### src/rtl/adder_mul_sequencer.sv
// Multi-cycle 32x32->64 shift-add multiplier built around a single shared 32-bit adder.
// Optional two's-complement mode is enabled by defining MUL_SIGNED_EN.

module adder_mul_adder32 (
    input  logic [31:0] x,
    input  logic [31:0] y,
    input  logic        cin,
    output logic [31:0] sum,
    output logic        cout
);
    assign {cout, sum} = {1'b0, x} + {1'b0, y} + {32'd0, cin};
endmodule

module adder_mul_sequencer #(
    parameter int CNT_W = 6
) (
    input  logic        clk,
    input  logic        rst,
    input  logic        start,
    input  logic [31:0] a,
    input  logic [31:0] b,
    output logic        busy,
    output logic        done,
    output logic [63:0] product,
    output logic        hi_nz
);
    localparam int N_ITER = 32;
    localparam logic [CNT_W-1:0] LAST_CNT = CNT_W'(N_ITER);

`ifdef MUL_SIGNED_EN
    typedef enum logic [2:0] {
        IDLE  = 3'd0,
        PREPA = 3'd1,
        PREPB = 3'd2,
        RUN   = 3'd3,
        NEGL  = 3'd4,
        NEGH  = 3'd5,
        DONE  = 3'd6
    } state_t;
    localparam state_t FIRST_ST  = PREPA;
    localparam state_t AFTER_RUN = NEGL;
`else
    typedef enum logic [1:0] {
        IDLE = 2'd0,
        RUN  = 2'd1,
        DONE = 2'd2
    } state_t;
    localparam state_t FIRST_ST  = RUN;
    localparam state_t AFTER_RUN = DONE;
`endif

    state_t            state_r;
    state_t            next_state_s;
    logic [CNT_W-1:0]  cnt_r;
    logic [31:0]       mcand_r;
    logic [31:0]       mult_r;
    logic [31:0]       acc_hi_r;
    logic [31:0]       acc_lo_r;
    logic              busy_r;
    logic              done_r;
    logic [63:0]       product_r;
    logic              hi_nz_r;
`ifdef MUL_SIGNED_EN
    logic              neg_r;
    logic              negc_r;
`endif

    logic [31:0]       add_x_s;
    logic [31:0]       add_y_s;
    logic              add_cin_s;
    logic [31:0]       add_sum_s;
    logic              add_cout_s;
    logic [32:0]       step_s;
    logic [63:0]       commit_val_s;

    // Upper half is significant unless it is just the extension of the lower half.
    function automatic logic calc_hi_nz(input logic [63:0] p);
`ifdef MUL_SIGNED_EN
        calc_hi_nz = (p[63:32] != {32{p[31]}});
`else
        calc_hi_nz = (p[63:32] != 32'd0);
`endif
    endfunction

    adder_mul_adder32 u_adder (
        .x    (add_x_s),
        .y    (add_y_s),
        .cin  (add_cin_s),
        .sum  (add_sum_s),
        .cout (add_cout_s)
    );

    // Carry-out is kept as the 33rd bit so it shifts into the accumulator top.
    assign step_s = mult_r[0] ? {add_cout_s, add_sum_s} : {1'b0, acc_hi_r};

    // Next-state decode, adder operand steering and result selection.
    always_comb begin
        next_state_s = state_r;
        add_x_s      = acc_hi_r;
        add_y_s      = mcand_r;
        add_cin_s    = 1'b0;
        commit_val_s = {acc_hi_r, acc_lo_r};
        case (state_r)
            IDLE, DONE: begin
                if (start) next_state_s = FIRST_ST;
                else       next_state_s = IDLE;
            end
            RUN: begin
                if (cnt_r == LAST_CNT) next_state_s = AFTER_RUN;
                else                   next_state_s = RUN;
            end
`ifdef MUL_SIGNED_EN
            PREPA: begin
                add_x_s      = ~mcand_r;
                add_y_s      = 32'd0;
                add_cin_s    = 1'b1;
                next_state_s = PREPB;
            end
            PREPB: begin
                add_x_s      = ~mult_r;
                add_y_s      = 32'd0;
                add_cin_s    = 1'b1;
                next_state_s = RUN;
            end
            NEGL: begin
                add_x_s      = ~acc_lo_r;
                add_y_s      = 32'd0;
                add_cin_s    = 1'b1;
                next_state_s = NEGH;
            end
            NEGH: begin
                add_x_s      = ~acc_hi_r;
                add_y_s      = 32'd0;
                add_cin_s    = negc_r;
                next_state_s = DONE;
                if (neg_r) commit_val_s = {add_sum_s, acc_lo_r};
                else       commit_val_s = {acc_hi_r, acc_lo_r};
            end
`endif
            default: next_state_s = IDLE;
        endcase
    end

    // State register.
    always_ff @(posedge clk) begin
        if (rst) state_r <= IDLE;
        else     state_r <= next_state_s;
    end

    // Operand capture, shift-add iterations and sign handling.
    always_ff @(posedge clk) begin
        if (rst) begin
            cnt_r    <= '0;
            mcand_r  <= 32'd0;
            mult_r   <= 32'd0;
            acc_hi_r <= 32'd0;
            acc_lo_r <= 32'd0;
`ifdef MUL_SIGNED_EN
            neg_r    <= 1'b0;
            negc_r   <= 1'b0;
`endif
        end else begin
            case (state_r)
                IDLE, DONE: begin
                    if (start) begin
                        mcand_r  <= a;
                        mult_r   <= b;
                        acc_hi_r <= 32'd0;
                        acc_lo_r <= 32'd0;
                        cnt_r    <= '0;
`ifdef MUL_SIGNED_EN
                        neg_r    <= a[31] ^ b[31];
`endif
                    end
                end
                RUN: begin
                    if (cnt_r != LAST_CNT) begin
                        acc_hi_r <= step_s[32:1];
                        acc_lo_r <= {step_s[0], acc_lo_r[31:1]};
                        mult_r   <= {acc_lo_r[0], mult_r[31:1]};
                        cnt_r    <= cnt_r + CNT_W'(1);
                    end
                end
`ifdef MUL_SIGNED_EN
                // 0x80000000 negates to itself and is then used as an unsigned magnitude.
                PREPA: if (mcand_r[31]) mcand_r <= add_sum_s;
                PREPB: if (mult_r[31])  mult_r  <= add_sum_s;
                NEGL: begin
                    if (neg_r) begin
                        acc_lo_r <= add_sum_s;
                        negc_r   <= add_cout_s;
                    end else begin
                        negc_r   <= 1'b0;
                    end
                end
`endif
                default: ;
            endcase
        end
    end

    // Registered outputs; done and the result land together on DONE entry.
    always_ff @(posedge clk) begin
        if (rst) begin
            busy_r    <= 1'b0;
            done_r    <= 1'b0;
            product_r <= 64'd0;
            hi_nz_r   <= 1'b0;
        end else begin
            busy_r <= (next_state_s != IDLE) && (next_state_s != DONE);
            done_r <= (next_state_s == DONE);
            if (next_state_s == DONE) begin
                product_r <= commit_val_s;
                hi_nz_r   <= calc_hi_nz(commit_val_s);
            end
        end
    end

    assign busy    = busy_r;
    assign done    = done_r;
    assign product = product_r;
    assign hi_nz   = hi_nz_r;

endmodule

### config.mk
export PLATFORM = sky130hd
export DESIGN_NAME = adder_mul_sequencer
export DESIGN_NICKNAME = d
export VERILOG_FILES = /design/src/rtl/adder_mul_sequencer.sv
export SDC_FILE = /design/constraint.sdc
export NUM_CORES = 1
export LEC_CHECK = 0
export ABC_CLOCK_PERIOD_IN_PS = 4300
export CORE_ASPECT_RATIO = 1.2
export CORE_MARGIN = 2
export CORE_UTILIZATION = 45
export CTS_BUF_LIST = sky130_fd_sc_hd__clkbuf_16
export CTS_CLUSTER_DIAMETER = 100
export CTS_CLUSTER_SIZE = 28
export DETAILED_ROUTE_END_ITERATION = 8
export DONT_BUFFER_PORTS = 1
export PLACE_DENSITY_LB_ADDON = 0.15
export SLEW_MARGIN = 10
export SYNTH_ARGS = -nofsm -noshare
export SYNTH_HDL_FRONTEND = slang
export SYNTH_SLANG_ARGS = --single-unit
### constraint.sdc
create_clock -name clk -period 4.3 [get_ports clk]
set_input_delay 0.645 -clock clk [delete_from_list [all_inputs] [get_ports clk]]
set_output_delay 0.645 -clock clk [all_outputs]
set_load 0.1 [all_outputs]
### Yosys cells after proc, flatten, opt, wreduce, memory -nomap -nowiden

Index checks and enable logic that the tools add are counted.

* input bits: 67
* memory bits (read-only): 0
* bits in latches: 0
* bits in writable memories: 0
* memories kept: 0
* bits in registers: 203
* word-level logic and storage cells: 43

* eq/ne operators: 8
* reductions and logical operators: 8
* order comparisons: 0
* multiply operators: 0
* muxes and demuxes: 15
* bitwise logic cells: 0
* div/mod/pow operators: 0
* shift-type cells: 0
* add/sub/neg operators: 2

Operators by type and width (count)
* $pmux 32 s2: 3
* $mux 32: 5
* $add 32x32->33: 1
* $mux 33: 1
* $reduce_bool 32->1: 1
* $mux 6: 2
* $pmux 6 s2: 1
* $add 6x1->6 const B: 1
* $eq 6x6->1 const B: 1
* $ne 2x2->1 const B: 3
* $ne 6x6->1 const B: 1
* $eq 2x2->1 const B: 2
* $pmux 2 s2: 1
* $reduce_bool 2->1: 2
* $reduce_and 3->1: 1
* $eq 2x1->1 const B: 1
* $logic_not 2->1: 1
* $mux 2: 1
* $reduce_and 2->1: 1
* $reduce_or 2->1: 1
* $logic_and 1x1->1: 1
* $mux 1: 1

### Depth between registers and ports, before layout

* word-level depth: 5
* depth in mapped cells: 11

### Hierarchy

From an unflattened synthesis, not the netlist that was laid out.

* cell total of the unflattened synthesis: 1130
* area total of the unflattened synthesis: 9435.3 um2

Modules (own cells, without submodules)
* adder_mul_sequencer: instances 1, cells each 871, area an instance 7581.0 um2
* adder_mul_adder32: instances 1, cells each 259, area an instance 1854.3 um2

### Worst setup path before layout

OpenSTA, ideal clock, no wires.

* kind: reg-to-reg
* start point: reg acc_hi_r[0]
* end point: reg acc_hi_r[25]
* slack: 1.580 ns
* clock period less this slack: 2.720 ns
* required time: 4.205 ns
* cell stages (with the launch flop): 12
* library setup time: 0.095 ns
* arrival time: 2.625 ns
* cells stage by stage: dfxtp_1 -> ha_1 -> fa_1 -> a21oi_1 -> o21ai_1 -> o2111ai_1 -> nand2b_1 -> a221o_1 -> nand4_1 -> and4b_1 -> xor2_1 -> a221oi_1

* longest elaborated chain between the ends: 4

Ends and longest elaborated chain
* start: declaration: line 57 `logic [31:0] acc_hi_r;`
* start signal: assignment: line 178 `acc_hi_r <= step_s[32:1];`
* $add 32x32->33: line 11 `assign {cout, sum} = {1'b0, x} + {1'b0, y} + {32'd0, cin};`
* $mux 33: line 94 `assign step_s = mult_r[0] ? {add_cout_s, add_sum_s} : {1'b0, acc_hi_r};`
* $mux 32: line 177 `if (cnt_r != LAST_CNT) begin`
* $pmux 32 s2: line 163 `case (state_r)`

Every way passes these cells. The select of a mux whose other input is x is not followed.
A chain may end at the register's enable or synchronous reset.

### Final worst setup path

* start point: reg acc_hi_r[0]
* end point: reg acc_hi_r[31]

Same word-level chain as after synthesis.

==> impl_summary.txt <==
----------------------------------------------------
[Status]
  Run status ... finished, final reports clean

[Yosys]
  Number of enable-type register cells in the synthesized netlist ... 0
  Library cell occupying the most area in the post-synthesis netlist ... sky130_fd_sc_hd__dfxtp_1
  Most used standard cell by instance count after synthesis ... sky130_fd_sc_hd__nand2_1
  Post-synth top area share ... 0.4568
  Post-Syn Area per Cell ... 8.298 um2
  Distinct cell type count of the synthesized netlist ... 57
  Leading post-synthesis cells by cell area ... sky130_fd_sc_hd__dfxtp_1 (46%), sky130_fd_sc_hd__nand2_1 (11%), sky130_fd_sc_hd__a21oi_1 (9.3%), sky130_fd_sc_hd__ha_1 (4.8%), sky130_fd_sc_hd__a22oi_1 (3.6%)
  Seq/Total Area, Yosys ... 0.4568
  Number of warnings issued by yosys ... 0
  Synthesized net count ... 1169
  Cell area after technology mapping ... 8853 um2
  Most common library cells after synthesis ... sky130_fd_sc_hd__nand2_1 (256), sky130_fd_sc_hd__dfxtp_1 (202), sky130_fd_sc_hd__a21oi_1 (165), sky130_fd_sc_hd__clkbuf_1 (65), sky130_fd_sc_hd__nor2_1 (50)
  Fraction of synthesis flops using an asynchronous set or reset pin ... 0
  Top_reg_cell synth ... sky130_fd_sc_hd__dfxtp_1
  Synth Register Bits ... 202
  Gate count after technology mapping ... 1067

[Worst setup path]
  Capturing element of the worst setup path ... acc_hi_r[31]
  List of cells traversed by the critical path ... ha_1, fa_1, a21oi_1, o21ai_1, o2111ai_1, a21o_1, o21ai_0, a221oi_1, o221a_2, o21ai_0, a22o_1
  Cell with the biggest individual delay on the critical path ... sky130_fd_sc_hd__a221oi_1
  Sort of element at the start of the critical path ... flop
  Startpoint-to-endpoint class of the critical path ... reg -> reg
  Setup slack of the worst register-to-register path ... 1.15 ns
  Endpoint arrival time on the critical path ... 3.51 ns
  Number of cell instances on the worst register-to-register path ... 11
  Worst flop-to-flop path endpoint ... acc_hi_r[31]
  Worst stage delay on the critical path ... 0.47 ns
  WP depth ... 11
  Maximum fanout count along the critical path ... 5
  Kind of cell with the highest combined delay on the critical path ... compound AO/OA/AOI/OAI gates
  Reg-to-Reg Start ... acc_hi_r[0]
  Critical path's most frequent cell ... sky130_fd_sc_hd__o21ai_0
  Worst Path Required ... 4.66 ns
  Critical path capture point type ... flop
  Buffers & Inverters on Critical Path ... 0
  Launch point of the critical path ... acc_hi_r[0]

[Final layout]
  Final Net Count ... 1119
  # diodes ... 0
  Layout overhead on the synthesized area ... 5.314%
  Ratio of cells with drive above 1 in the final layout ... 0.03740

[Clock tree]
  # hold bufs at CTS ... 0
  Inserted Clock Buffers ... 11
  Max clock buf depth ... 3
  Clock input transition at the sequential cells of the worst setup and hold paths ... 0.11 ns
  CTS root buffer ... sky130_fd_sc_hd__clkbuf_16
  CTS tree ... done
  Quantity of gates resized following cts ... 0
  TritonCTS Sinks ... 202
  Count of H-tree levels built during CTS ... 1
  Insertion delay to the later sink of the worst-skew pair ... 0.46 ns
  Number of setup buffers added after CTS ... 0

[Global routing]
  Number of global-route vias before repair ... 6744
  Fraction of met1 tracks used by global routing ... 0.2581
  Antenna violations before repair ... 0
  Overall fraction of global-route tracks in use ... 0.1985
  Total gr overflow ... 0
  First-pass GRT wire length ... 34380 um
  Met3 usage in global routing ... 0.02273
  Met2 track demand over resource in global routing ... 0.3522
  Most used routing layer in global routing ... met2
  Maximum number of pins on one net before global-route repair ... 163

[Detailed routing]
  Drt first pass iters ... 5
  ANT nets after route ... 0
  Vias after detailed routing ... 7260
  Number of DRC violations after detailed-routing iteration 0 ... 447
  DR WL/cell ... 17.02 um
  Ratio of routed vias to standard cells ... 5.685
  Remaining routing DRC violations ... 0
  WL final ... 21730 um

[STA]
  Hold Violations, Final ... 0
  Shortest period the worst path allows ... 3.146 ns
  Transition time at the pin with the least slew margin ... 1.021 ns
  Fin. max-slew vios ... 0
  RSZ-0062 raised after global routing ... no
  Rel. slew slack ... 0.3186
  Sum of negative setup slack ... 0 ns
  Finish-stage setup viols ... 0
  Period Utilization, post-route ... 0.7317
  Fin Clk Skew ... 0.01825 ns
  Max Fclk ... 317.8 MHz

[Floorplan]
  Row Count ... 56
  Die boundary height ... 157.7 um
  Initial core utilization ... 0.4562
  Total I/O pin count ... 134
  Standard cell core area ... 19410 um2
  Die Wd ... 132.0 um
  Die ar. ... 20820 um2

[Power and ir drop]
  Final total power ... 0.003294 W
  Peak supply drop ... 0.3405 mV
  Pwr Density ... 353.3 nW/um2
  Standby leakage power ... 3.368 nW

[Placement]
  Port Buf Inserts ... 0
  Estimated wirelength of the detail-placed design ... 14510 um
  Final estimated routing congestion in global placement ... 0.8671

[Hold path]
  Startpoint of the tightest hold check path ... rst
  Worst hold path class ... in -> reg

[Run]
  Max-capacitance violation count ... 0

----------------------------------------------------
-- placed cells by master, fill, tap and decap left out, types with 4 or more instances in the layout --
| cell type | synthesis | routed |
|---|---|---|
| sky130_fd_sc_hd__a22oi_1 | 43 | 43 |
| sky130_fd_sc_hd__mux2i_1 | 8 | 8 |
| sky130_fd_sc_hd__xnor2_1 | 12 | 12 |
| sky130_fd_sc_hd__a211oi_1 | 7 | 7 |
| sky130_fd_sc_hd__o21ai_0 | 29 | 29 |
| sky130_fd_sc_hd__nor3_1 | 9 | 9 |
| sky130_fd_sc_hd__inv_1 | 9 | 9 |
| sky130_fd_sc_hd__a31oi_1 | 10 | 10 |
| sky130_fd_sc_hd__nand4_1 | 9 | 9 |
| sky130_fd_sc_hd__a22o_1 | 34 | 34 |
| sky130_fd_sc_hd__nand2b_1 | 6 | 6 |
| sky130_fd_sc_hd__a21o_1 | 15 | 15 |
| sky130_fd_sc_hd__o21a_1 | 4 | 4 |
| sky130_fd_sc_hd__xor2_1 | 16 | 16 |
| sky130_fd_sc_hd__nor4_1 | 8 | 8 |
| sky130_fd_sc_hd__nor2_1 | 50 | 46 |
| sky130_fd_sc_hd__nand2_1 | 256 | 256 |
| sky130_fd_sc_hd__ha_1 | 34 | 34 |
| sky130_fd_sc_hd__clkbuf_16 | 0 | 11 |
| sky130_fd_sc_hd__a222oi_1 | 5 | 5 |
| sky130_fd_sc_hd__buf_4 | 0 | 10 |
| sky130_fd_sc_hd__nand3_1 | 7 | 7 |
| sky130_fd_sc_hd__dfxtp_1 | 202 | 202 |
| sky130_fd_sc_hd__nor2b_1 | 7 | 6 |
| sky130_fd_sc_hd__a21oi_1 | 165 | 164 |
| sky130_fd_sc_hd__o22ai_1 | 7 | 7 |
-- area by class of cell --
type | instances | area, um2
Clock buffer | 11 | 275.3
Clock inverter | 1 | 30.03
Fill cell | 1954 | 10080
Inverter | 9 | 33.78
Multi-Input combinational cell | 783 | 4539
Sequential cell | 202 | 4044
Tap cell | 261 | 326.6
Timing Repair Buffer | 10 | 75.07
-- worst min-delay path by stage --
stage | endpoint | slack (ns) | depth (start not counted)
finish | mult_r[11] | 0.24 | 1
global route | product[56] | 0.22 | 1
CTS | add_y_s[13] | 0.23 | 1
detailed placement | mult_r[1] | 0.44 | 2
global placement | mult_r[11] | 0.44 | 2
floorplan | mult_r[10] | 0.44 | 2
-- power breakdown --
group	internal, W	switching, W
Combinational	0.0000883	0.000170
Clock	0.000478	0.000608
Sequential	0.00192	0.0000347
-- kinds of logic after synthesis --
| logic type | count (synthesis) | share of synthesized area |
|---|---|---|
| and+or+nand+nor | 366 | 0.1721 |
| AOI/OAI and AO/OA | 346 | 0.2492 |
| xor gates and xnor gates | 28 | 0.02770 |
| adders and majority gates | 35 | 0.05031 |
| DFF | 202 | 0.4568 |
| buffers and inverters | 82 | 0.03491 |
| muxes | 8 | 0.009045 |
-- metal layers --
| metal | share of wire | vias up |
|---|---|---|
| met5 | 0 | - |
| met4 | 0.017 | 0 |
| met3 | 0.043 | 30 |
| met2 | 0.49 | 147 |
| met1 | 0.45 | 3434 |
| li1 | - | 3649 |
-- registers in the layout, summed over array words and instances (netlist names) --
signal / flops
acc_hi_r: 32
acc_lo_r: 32
add_y_s: 32
cnt_r: 6
done: 1
hi_nz: 1
mult_r: 32
product: 64
state_r: 2
-- metrics by stage --
stage	hold WS (ns)	area, um2	util	instances	worst slack, ns
after floorplan	0.4360	8853	-	1067	1.580
after global placement	0.4355	9019	0.4647	1265	1.258
after detailed placement	0.4409	9019	0.4647	1265	1.182
after CTS	0.2288	9324	0.4804	1277	1.156
after global routing	0.2180	9324	0.4804	1277	1.023
final	0.2422	9324	0.4804	1277	1.154
Power figures use the tool's default switching activity.
